<file path="src/rtl/i2c_txff.sv">
// i2c_txff: first-word-fall-through transmit byte FIFO feeding the I2C master,
// with saturated 4-bit count and sticky overflow/underflow status.
module i2c_txff #(
  parameter int DW    = 8,
  parameter int DEPTH = 16,
  parameter int AW    = 4
)(
  input  logic          clk,
  input  logic          rst,
  input  logic          wr_en,
  input  logic [DW-1:0] wr_data,
  output logic          full,
  output logic          empty,
  output logic [AW:0]   level,
  input  logic          i_txff_rd,
  output logic [DW-1:0] data_in,
  output logic [3:0]    data_cnt,
  output logic          ovf,
  output logic          udf,
  input  logic          clr_err
);
  logic [DW-1:0] mem [DEPTH];
  logic [AW-1:0] wr_ptr, rd_ptr;
  logic          pop, push;
  logic [AW:0]   nxt_level;
  assign pop       = i_txff_rd & ~empty;
  // a simultaneous pop frees a slot, so a push at full is still accepted
  assign push      = wr_en & (~full | pop);
  assign nxt_level = level + (AW+1)'(push) - (AW+1)'(pop);
  assign data_in   = empty ? '0 : mem[rd_ptr];
  always_ff @(posedge clk)
    if (push) mem[wr_ptr] <= wr_data;
  always_ff @(posedge clk or negedge rst)
    if (!rst) begin
      wr_ptr   <= '0;
      rd_ptr   <= '0;
      level    <= '0;
      full     <= 1'b0;
      empty    <= 1'b1;
      data_cnt <= '0;
      ovf      <= 1'b0;
      udf      <= 1'b0;
    end else begin
      wr_ptr   <= wr_ptr + AW'(push);
      rd_ptr   <= rd_ptr + AW'(pop);
      level    <= nxt_level;
      full     <= nxt_level == (AW+1)'(DEPTH);
      empty    <= nxt_level == '0;
      data_cnt <= (32'(nxt_level) > 32'd15) ? 4'd15 : 4'(nxt_level);
      ovf      <= (wr_en & ~push) | (ovf & ~clr_err);
      udf      <= (i_txff_rd & empty) | (udf & ~clr_err);
    end
endmodule

</file>
<file path="config.mk">
export PLATFORM = sky130hd
export DESIGN_NAME = i2c_txff
export DESIGN_NICKNAME = d
export VERILOG_FILES = /design/src/rtl/i2c_txff.sv
export SDC_FILE = /design/constraint.sdc
export NUM_CORES = 1
export LEC_CHECK = 0
export ABC_AREA = 1
export CAP_MARGIN = 20
export CORE_MARGIN = 3
export CORE_UTILIZATION = 65
export DETAILED_ROUTE_END_ITERATION = 10
export DONT_BUFFER_PORTS = 1
export HOLD_SLACK_MARGIN = 0.02
export PLACE_DENSITY = 0.92
export SLEW_MARGIN = 10
export SYNTH_ARGS = -nofsm -noshare
export SYNTH_HDL_FRONTEND = slang
export SYNTH_SLANG_ARGS = --single-unit
</file>
<file path="constraint.sdc">
create_clock -name clk -period 3.75 [get_ports clk]
set_input_delay 0.375 -clock clk [delete_from_list [all_inputs] [get_ports clk]]
set_output_delay 0.375 -clock clk [all_outputs]
set_load 0.05 [all_outputs]
</file>
==> tab_implementation.tex <==
\begin{tabular}{lr}
\hline
Metric & Value \\
\hline
\multicolumn{2}{l}{\textbf{Worst setup path}} \\
\quad Reg2Reg Launch Point & empty \\
\quad Slowest cell on the critical path & sky130\_fd\_sc\_hd\_\_inv\_2 \\
\quad Critical path, cell by cell & inv\_2 -> nand2\_1 -> nand2\_1 -> nand2\_1 -> nand3\_1 -> nand3\_1 -> a21oi\_1 -> buf\_4 \\
\quad Largest fanout on the critical path & 54 \\
\quad Register-to-register path setup slack & 890 ps \\
\quad Total buffers and inverters traversed by the critical path & 2 \\
\quad Worst reg2reg path endpoint & full \\
\quad Max incr delay on CP & roughly 690 ps \\
\quad Most frequent CP cell & sky130\_fd\_sc\_hd\_\_nand2\_1 \\
\quad Path type of the worst setup path & register to output port \\
\quad Crit end category & output port \\
\quad Largest delay contributor family on the critical path & buffers and inverters \\
\quad Kind of launch point of the worst setup path & register \\
\quad Worst r2r path cells & 11 \\
\quad Required time at the endpoint of the critical path & about 3400 ps \\
\quad Critical path data arrival time & roughly 2800 ps \\
\multicolumn{2}{l}{\textbf{Synthesis}} \\
\quad Total number of yosys warnings & 0 \\
\quad Netlist Area Pre-Place & 0.00643 mm\^{}2 \\
\quad Net Count, Synth & 630 \\
\quad Synthesized instance count & roughly 610 \\
\quad Cell variety after synth & 22 \\
\quad Mean post-synth cell area & 10.6 um\^{}2 \\
\quad Number of synthesized register bits & $\sim$150 \\
\quad Sequential area share after synthesis & about two thirds \\
\multicolumn{2}{l}{\textbf{Timing}} \\
\quad Final Hold Violating Endpoints & 0 \\
\quad Unrepaired setup endpoints after global routing & no \\
\quad Skew final & roughly 12 ps \\
\quad Clock period minus worst slack & 3200 ps \\
\quad Final count of pins violating max slew & 0 \\
\quad Final total negative setup slack & 0 ps \\
\quad Max\_slew headroom & about a third \\
\quad Final worst path period share & a little under nine tenths \\
\quad Achievable frequency & $\sim$310 MHz \\
\quad Number of endpoints failing setup at the final stage & 0 \\
\quad Worst slew pin tran & $\sim$990 ps \\
\quad Minimum hold slack & 162 ps \\
\multicolumn{2}{l}{\textbf{Placed design}} \\
\quad Placement Cell Area & around 0.0065 mm\^{}2 \\
\quad Number of placed instances with taps included & slightly above 700 \\
\quad Final GP Congestion & a little over 0.9 \\
\quad Quantity of I/O buffers inserted on ports & 0 \\
\quad Post-DP HPWL & about 8.5 mm \\
\multicolumn{2}{l}{\textbf{Power and ir drop}} \\
\quad Worst-case vdd ir drop & 0.000811 V \\
\quad Leakage power summed over all cells & $\sim$3.1 nW \\
\quad P per Cell Area & between 900 and 1000 mW/mm\^{}2 \\
\multicolumn{2}{l}{\textbf{Worst hold path}} \\
\quad Start point of the worst min-delay path & i\_txff\_rd \\
\quad Tightest Hold Check Type & input port to register \\
\quad Hold Path Stages & 3 \\
\quad Hold Path Sink & ovf \\
\multicolumn{2}{l}{\textbf{Clock tree}} \\
\quad Clock buffer count from CTS & 17 \\
\quad CTS tree & yes \\
\quad Number of resized instances in the post-cts repair step & 0 \\
\quad Clock Path Buffers & 2 \\
\quad Count of buffers added by post-CTS timing repair for setup & 0 \\
\quad CTS root buf & sky130\_fd\_sc\_hd\_\_clkbuf\_8 \\
\quad Total number of H-tree levels & 4 \\
\quad Clock sink total & roughly 150 \\
\quad Clock network latency to the later pin of the worst-skew pair & $\sim$530 ps \\
\quad Cts-stage hold buffer count & 12 \\
\quad Clock slew at reported path FFs & approximately 60 ps \\
\multicolumn{2}{l}{\textbf{GRT}} \\
\quad Initial antenna violation count & 1 \\
\quad First-pass GRT wire length & approximately 25 mm \\
\quad Global-route usage over all layers & between 20 and 30\% \\
\quad Maximum number of pins on one net before global-route repair & 66 \\
\quad Leftover overflow at the end of global routing & 0 \\
\quad Vias in the first global route & 4636 \\
\multicolumn{2}{l}{\textbf{Drt}} \\
\quad Total Wirelength & $\sim$16 mm \\
\quad Final routed DRC violation total & 0 \\
\quad Drt first-iter violations & about 700 \\
\quad Number of iterations in the first detailed-routing pass & 6 \\
\quad Mean routed wirelength per cell & between 20 and 25 um \\
\quad Vias per std cell & approximately 6 \\
\quad ANT nets after route & 0 \\
\quad Via count of the routed design & between 4000 and 5000 \\
\multicolumn{2}{l}{\textbf{Flow run}} \\
\quad Max-cap violations & 0 \\
\multicolumn{2}{l}{\textbf{Die}} \\
\quad Number of core rows & 35 \\
\quad Starting density of the core & 68.3\% \\
\quad Chip width & about 110 um \\
\quad IO Pins & 34 \\
\quad DIE HEIGHT & between 100 and 150 um \\
\quad Placeable core region & roughly 0.0094 mm\^{}2 \\
\quad Die outline area & about 0.011 mm\^{}2 \\
\multicolumn{2}{l}{\textbf{Final layout}} \\
\quad Area growth, synth to finish & 13.0\% \\
\quad Finished Layout Cells & between 700 and 800 \\
\quad Commonest cells after routing, fill and taps aside & 205 x sky130\_fd\_sc\_hd\_\_nand2\_1, 128 x sky130\_fd\_sc\_hd\_\_edfxtp\_1, 88 x sky130\_fd\_sc\_hd\_\_nand3\_1, 84 x sky130\_fd\_sc\_hd\_\_inv\_1 \\
\quad Share of final-layout standard cells stronger than drive strength 1 & roughly 7.7\% \\
\quad Share of the core filled with cells in the final layout & around 77\% \\
\quad Most frequent standard cell in the layout excluding fill and tap cells & sky130\_fd\_sc\_hd\_\_nand2\_1 \\
\quad Post-route cell area & between 0.007 and 0.008 mm\^{}2 \\
\quad Filler cells & 526 \\
\quad Count of nets after finishing & between 600 and 700 \\
\multicolumn{2}{l}{\textbf{Outcome}} \\
\quad Status & finished, final reports clean \\
\hline
\end{tabular}
-- how the worst max path moves through the flow --
stage	start	endpoint	slack [ps]	cells after the start
floorplan	empty	data_cnt[2]	1050	10
global placement	empty	data_cnt[2]	1100	10
detailed placement	empty	full	900	11
CTS	rd_ptr[0]	data_in[1]	670	8
global route	rd_ptr[0]	data_in[1]	430	8
finish	rd_ptr[0]	data_in[1]	550	8
-- state kept, by name (all words and copies together) (netlist names) --
name	count
mem	128
empty	1
data_cnt	4
full	1
level	5
udf	1
ovf	1
wr_ptr	4
rd_ptr	4
-- power breakdown --
part | internal [mW] | switching, mW
clock | 1.15 | 0.648
sequential | 2.07 | 0.355
combinational | 0.718 | 1.89
total | 3.94 | 2.89
-- cells by family (layout without fill, tap and decap cells) --
family	count (synthesis)	count (layout)	share of synthesized area [%]
adders and majority gates	10	10	2.06
xor gates and xnor gates	7	7	0.954
buffers and inverters	112	143	7.65
DFF	149	149	68.0
and+or+nand+nor	316	316	20.3
AOI/OAI and AO/OA	13	13	1.03
other	0	1	0
-- metrics by stage --
step | total power, mW | setup WS [ps]
floorplan | 4.26 | 1050
global placement | 4.74 | 1100
detailed placement | 4.88 | 898
CTS | 6.76 | 667
global route | 7.11 | 432
finish | 6.83 | 546
-- per-layer routing --
| metal | vias to the layer above | GRT usage [%] | wire length [um] |
|---|---|---|---|
| met5 | - | 0 | 0 |
| met4 | 0 | 17.3 | 905 |
| met2 | 365 | 50.0 | 7820 |
| met3 | 81 | 6.92 | 1810 |
| li1 | 2005 | - | - |
| met1 | 2158 | 35.5 | 5130 |
-- Yosys cell counts --
library cell,number,share of area [%]
sky130_fd_sc_hd__clkbuf_1,1,0.058
sky130_fd_sc_hd__ha_1,9,1.8
sky130_fd_sc_hd__fa_1,1,0.31
sky130_fd_sc_hd__nor2_1,19,1.1
sky130_fd_sc_hd__o22ai_1,1,0.097
sky130_fd_sc_hd__xor2_1,6,0.82
sky130_fd_sc_hd__nor3_1,1,0.078
sky130_fd_sc_hd__buf_2,15,1.2
sky130_fd_sc_hd__buf_6,5,0.88
sky130_fd_sc_hd__edfxtp_1,128,60
sky130_fd_sc_hd__nand2_1,205,12
sky130_fd_sc_hd__or2_2,3,0.29
sky130_fd_sc_hd__xnor2_1,1,0.14
sky130_fd_sc_hd__inv_2,2,0.12
sky130_fd_sc_hd__nand3_1,88,6.9
sky130_fd_sc_hd__dfstp_2,1,0.41
sky130_fd_sc_hd__inv_1,84,4.9
sky130_fd_sc_hd__buf_4,4,0.47
sky130_fd_sc_hd__a21oi_1,9,0.70
sky130_fd_sc_hd__o21ai_0,3,0.23
sky130_fd_sc_hd__clkinv_1,1,0.058
sky130_fd_sc_hd__dfrtp_1,20,7.8
-- worst register-to-register path, stage by stage (launching register included) --
cell,delay (ps)
sky130_fd_sc_hd__dfstp_2,860
sky130_fd_sc_hd__o21ai_0,210
sky130_fd_sc_hd__nand2_1,140
sky130_fd_sc_hd__ha_1,140
sky130_fd_sc_hd__inv_1,40
sky130_fd_sc_hd__ha_1,200
sky130_fd_sc_hd__fa_1,420
sky130_fd_sc_hd__nand3_1,110
sky130_fd_sc_hd__nand2_1,70
sky130_fd_sc_hd__xor2_1,350
sky130_fd_sc_hd__inv_1,130
sky130_fd_sc_hd__nor2_1,140
-- cell type report --
class	instances	area (um^2)	area share, %
tap	129	161	2.22
multi-input combinational	346	1570	21.6
clock inverter	13	204	2.81
antenna	1	2.50	0.0345
sequential	149	4370	60.2
clock buffer	19	422	5.81
inverter	87	327	4.50
timing repair buffer	24	210	2.89
(Power assumes the default switching activity.)
